===== src/rtl/instruction_fetch.sv =====
// instruction_fetch: PC owner feeding a combinational imem and a valid/ready slot to decode.
module instruction_fetch #(
  parameter logic [31:0] RESET_PC   = 32'h0000_0000,
  parameter int          IMEM_WORDS = 256,
  parameter logic [31:0] NOP_INSTR  = 32'h0000_0013
) (
  input  logic        clk,
  input  logic        rst_n,
  input  logic        enable,
  output logic [31:0] imem_address,
  input  logic [31:0] imem_instruction,
  input  logic        redirect_valid,
  input  logic [31:0] redirect_target,
  output logic        out_valid,
  input  logic        out_ready,
  output logic [31:0] out_instr,
  output logic [31:0] out_pc,
  output logic        fault,
  output logic [31:0] fault_pc,
  output logic [31:0] fetch_count
);
  typedef enum logic [1:0] {IDLE, RUN, FAULT} state_t;
  localparam logic [31:0] LIMIT = 32'(IMEM_WORDS);
  state_t      state_q, state_d;
  logic [31:0] pc_q, pc_d, instr_q, instr_d, opc_q, opc_d, fpc_q, fpc_d, count_q, count_d;
  logic        valid_q, valid_d, fault_q, fault_d;
  logic        pc_oor, tgt_bad;
  assign pc_oor  = {2'b00, pc_q[31:2]} >= LIMIT;
  assign tgt_bad = (redirect_target[1:0] != 2'b00) || ({2'b00, redirect_target[31:2]} >= LIMIT);
  always_comb begin
    state_d = state_q;
    pc_d    = pc_q;
    valid_d = valid_q;
    instr_d = instr_q;
    opc_d   = opc_q;
    fault_d = fault_q;
    fpc_d   = fpc_q;
    count_d = count_q + {31'b0, valid_q && out_ready};
    case (state_q)
      IDLE: begin
        valid_d = 1'b0;
        state_d = enable ? RUN : IDLE;
        if (redirect_valid) begin
          if (tgt_bad) begin
            state_d = FAULT;
            fault_d = 1'b1;
            fpc_d   = redirect_target;
          end else begin
            pc_d = redirect_target;
          end
        end
      end
      RUN: begin
        if (redirect_valid) begin
          valid_d = 1'b0;
          instr_d = NOP_INSTR;
          if (tgt_bad) begin
            state_d = FAULT;
            fault_d = 1'b1;
            fpc_d   = redirect_target;
          end else begin
            pc_d = redirect_target;
          end
        end else if (valid_q && !out_ready) begin
          valid_d = 1'b1;
        end else if (enable) begin
          if (pc_oor) begin
            state_d = FAULT;
            fault_d = 1'b1;
            fpc_d   = pc_q;
            valid_d = 1'b0;
          end else begin
            instr_d = imem_instruction;
            opc_d   = pc_q;
            valid_d = 1'b1;
            pc_d    = pc_q + 32'd4;
          end
        end else begin
          valid_d = 1'b0;
          instr_d = NOP_INSTR;
        end
      end
      default: valid_d = 1'b0;
    endcase
  end
  always_ff @(posedge clk) begin
    if (!rst_n) begin
      state_q <= IDLE;
      pc_q    <= RESET_PC;
      valid_q <= 1'b0;
      instr_q <= NOP_INSTR;
      opc_q   <= 32'h0;
      fault_q <= 1'b0;
      fpc_q   <= 32'h0;
      count_q <= 32'h0;
    end else begin
      state_q <= state_d;
      pc_q    <= pc_d;
      valid_q <= valid_d;
      instr_q <= instr_d;
      opc_q   <= opc_d;
      fault_q <= fault_d;
      fpc_q   <= fpc_d;
      count_q <= count_d;
    end
  end
  assign imem_address = pc_q;
  assign out_valid    = valid_q;
  assign out_instr    = instr_q;
  assign out_pc       = opc_q;
  assign fault        = fault_q;
  assign fault_pc     = fpc_q;
  assign fetch_count  = count_q;
endmodule

===== config.mk =====
export PLATFORM = sky130hd
export DESIGN_NAME = instruction_fetch
export DESIGN_NICKNAME = d
export VERILOG_FILES = /design/src/rtl/instruction_fetch.sv
export SDC_FILE = /design/constraint.sdc
export NUM_CORES = 1
export LEC_CHECK = 0
export ABC_AREA = 1
export ABC_CLOCK_PERIOD_IN_PS = 2400
export BUFFER_PORTS_ARGS = -buffer_cell sky130_fd_sc_hd__clkbuf_2
export CAP_MARGIN = 10
export CORE_AREA = 2 2 134 136
export DETAILED_ROUTE_END_ITERATION = 10
export DIE_AREA = 0 0 136 138
export HOLD_SLACK_MARGIN = 0.06
export PLACE_DENSITY = 0.7
export REMOVE_ABC_BUFFERS = 1
export SYNTH_ARGS = -nofsm -noshare
export SYNTH_HDL_FRONTEND = slang
export SYNTH_SLANG_ARGS = --single-unit

===== constraint.sdc =====
create_clock -name clk -period 2.4 [get_ports clk]
set_input_delay 0.12 -clock clk [delete_from_list [all_inputs] [get_ports clk]]
set_output_delay 0.12 -clock clk [all_outputs]
set_load 0.02 [all_outputs]

==> qor.csv <==
stage;metric;value;unit
yosys;EDFF count, synth;0;
yosys;synthesized area;7650;um2
sta;period utilization;87.2;%
die;Std-Cell Rows;49;
yosys;Avg Cell Area, Syn;6.84;um2
sta;Max Clk Rate;478;MHz
clock_network;Clock Latency Late Sink;0.43;ns
worst_setup_path;CP Launch Type;input pin;
clock_network;clk sinks;164;
global_route;total grt overflow;0;
detailed_routing;Final ANT Viol Nets;0;
yosys;synth top area cells;dfxtp_1 43%, nand2_1 12%, inv_1 7.6%, nor2_1 7.5%, nand3_1 6.0%;
sta;Worst Slack Setup Final;0.306;ns
power;VDD IR max;0.505;mV
detailed_routing;Detailed Routing Iterations Pass 1;5;
global_route;number of global-route vias before repair;7314;
worst_setup_path;CP Class;input pin to flop;
final_layout;Filler Cells Inserted;1689;
yosys;Post-Syn Instances;1118;
sta;fin. max-slew vios;0;
min_path;Worst Hold Path Cells;5;
worst_setup_path;Critical Path RT;2.77;ns
yosys;Yosys top cell by area;dfxtp_1;
die;Die Ht;138;um
power;Comb power frac;15.9;%
global_route;initial antenna violation count;0;
outcome;status;finished clean;
final_layout;Nets;1453;
placed_design;worst slack, placed;0.338;ns
placed_design;hpwl dp;15400;um
yosys;main flop type after synthesis;dfxtp_1;
clock_network;cts bufs inserted;17;
clock_network;cts hold-fix bufs;45;
power;Flop pwr share;43.0;%
sta;RSZ-0062 raised after global routing;no;
clock_network;CTS tree;yes;
detailed_routing;DRT iter0 DRCs;462;
detailed_routing;total wire length;22200;um
final_layout;share of cells above drive strength 1;23.8;%
placed_design;Buffers on Ports;230;
global_route;Total Routing Usage GR;23.7;%
final_layout;Finished Layout Cells;1622;
die;die area;18800;um2
power;static leakage;5.01;nW
clock_network;Longest Clk Path Bufs;2;
sta;Final Setup Violations;0;
die;core area;17500;um2
yosys;ys async rst share;0;%
yosys;Ys Warns;0;
final_layout;register area;3280;um2
worst_setup_path;crit path max fanout;17;
sta;Min Clock Period, post-route;2.09;ns
power;Net Sw Power;0.00187;W
detailed_routing;# DRC;0;
yosys;flop and latch count out of synthesis;164;
final_layout;antenna cells;0;
clock_network;cts repair resizes;0;
yosys;Cell variety after synth;43;
power;clock share of power;41.1;%
sta;final hold vios;0;
placed_design;Post-Place Cells;1545;
global_route;first-pass GRT wire length;36100;um
die;starting density of the core;43.6;%
power;Sw Ratio;27.5;%
global_route;largest net degree at the start of global routing;96;
clock_network;Post-CTS Setup Inserts;0;
yosys;post-synth top area share;42.9;%
sta;TNS Setup;0;ns
sta;Clock Skews;0.0113;ns
detailed_routing;DR vias;7916;
clock_network;clk root buf;clkbuf_16;
clock_network;Worst-path clk slew;0.06;ns
worst_setup_path;Worst EP arrival;2.46;ns
worst_setup_path;type of destination of the critical path;flop;
run;Max Cap Violations;0;
final_layout;Syn-to-layout area delta;31.7;%
power;Pwr Density;673;nW/um2
die;IO Pins;231;
sta;slew of the pin with the lowest slew margin;0.663;ns
sta;Slew headroom;55.8;%
detailed_routing;Avg WL per Cell;13.7;um
placed_design;gpl congestion;0.876;
detailed_routing;vias per std cell;4.88;
yosys;register area share after synthesis;42.9;%
power;Int Power;0.00491;W
final_layout;multi-input logic area;3490;um2
sta;WHS;0.0741;ns
min_path;worst hold path class;input pin to flop;
worst_setup_path;R2R depth;10;
clock_network;H-Tree Depth;4;
die;die width;136;um
[metrics by stage]
stage	utilization (%)	total power [W]	cell area (um2)
2_1_floorplan	-	0.00360	7410
3_3_place_gp	51.5	0.00398	9020
3_5_place_dp	51.5	0.00399	9020
4_1_cts	57.5	0.00683	10100
5_1_grt	57.5	0.00708	10100
6_report	57.5	0.00678	10100
[cell type report]
type                    instances  share of cell area (%)
clock buffers                  26                    5.05
multi-input cells             735                    34.7
flip-flops and latches        164                    32.6
inverters                     169                    6.30
clock inverters                 6                   0.919
well taps                     229                    2.84
repair buffers                293                    17.6
[flip-flops by register name, indices dropped and copies added (netlist names)]
name,cells
out_instr,32
fault_pc,32
out_valid,1
out_pc,32
imem_address,32
fault,1
state_q,2
fetch_count,32
[cell usage after synthesis, types with 2 or more instances]
master,number
nand2_1,253
dfxtp_1,164
inv_1,155
nor2_1,153
nand3_1,91
a21oi_1,66
o21ai_0,42
clkbuf_1,23
nor3_1,17
buf_2,16
o22ai_1,14
nand4_1,13
inv_2,12
nand2_2,11
nand3_2,10
nand3b_1,8
buf_1,6
xor2_1,6
nor2_2,5
o21a_1,5
or2_2,5
buf_6,4
ha_1,4
nor4_1,4
o21bai_1,4
a31oi_1,3
a211oi_1,2
clkinv_1,2
nand2_4,2
nand3_4,2
nor3_2,2
o21ai_1,2
or2_0,2
[power groups by stage]
stage	Sequential, W	Clock, W	Combinational, W
global route	0.00293	0.00295	0.00121
CTS	0.00291	0.00284	0.00108
detailed placement	0.00297	0	0.00102
finish	0.00291	0.00278	0.00108
global placement	0.00297	0	0.00101
floorplan	0.00310	0	0.000494
[logic make-up after synthesis]
family	after synthesis	share of synthesized area, %
AND/OR/NAND/NOR	583	34.1
buffers and inverters	219	11.5
flip-flops	164	42.9
AO/OA/AOI/OAI	141	10.1
XOR/XNOR	7	0.802
adder cells (fa/ha/maj)	4	0.654
[layer usage]
layer,up-vias,track usage [%],part of all wire [%]
met5,-,0,0
met4,0,7.84,2.1
met3,39,5.46,6.7
met2,259,40.5,48
met1,3577,29.2,43
li1,4041,-,-
[worst paths after layout]
| kind | start | end | slack (ns) |
|---|---|---|---|
| worst max-delay path | redirect_target[14] | imem_address[31] | 0.31 |
| worst min-delay path | redirect_target[31] | fault_pc[31] | 0.07 |
| worst max register to register | imem_address[2] | imem_address[17] | 0.31 |
| worst min register to register | fault | fault | 0.45 |
[cells in the final DEF (no fill, tap or decap), drive strengths merged, types with 3 or more instances in the layout]
| master | n |
|---|---|
| a21oi | 67 |
| a31oi | 3 |
| buf | 19 |
| clkbuf | 255 |
| clkinv | 3 |
| dfxtp | 164 |
| dlygate4sd3 | 45 |
| ha | 4 |
| inv | 168 |
| nand2 | 266 |
| nand3 | 103 |
| nand3b | 8 |
| nand4 | 13 |
| nor2 | 159 |
| nor3 | 20 |
| nor4 | 4 |
| o21a | 5 |
| o21ai | 45 |
| o21bai | 4 |
| o22ai | 14 |
| or2 | 7 |
| xor2 | 6 |
[critical path, stage by stage]
cell and delay [ns]:
dlygate4sd3_1 0.54, clkbuf_2 0.11, nor2_1 0.19, nand2_1 0.10, nor2_2 0.19, nand3_4 0.11
nand2_4 0.23, nand3_1 0.35, buf_4 0.30, nand2_1 0.06, nand3_1 0.07, nor2_1 0.10
No activity file was read; power rests on OpenSTA's default activity.
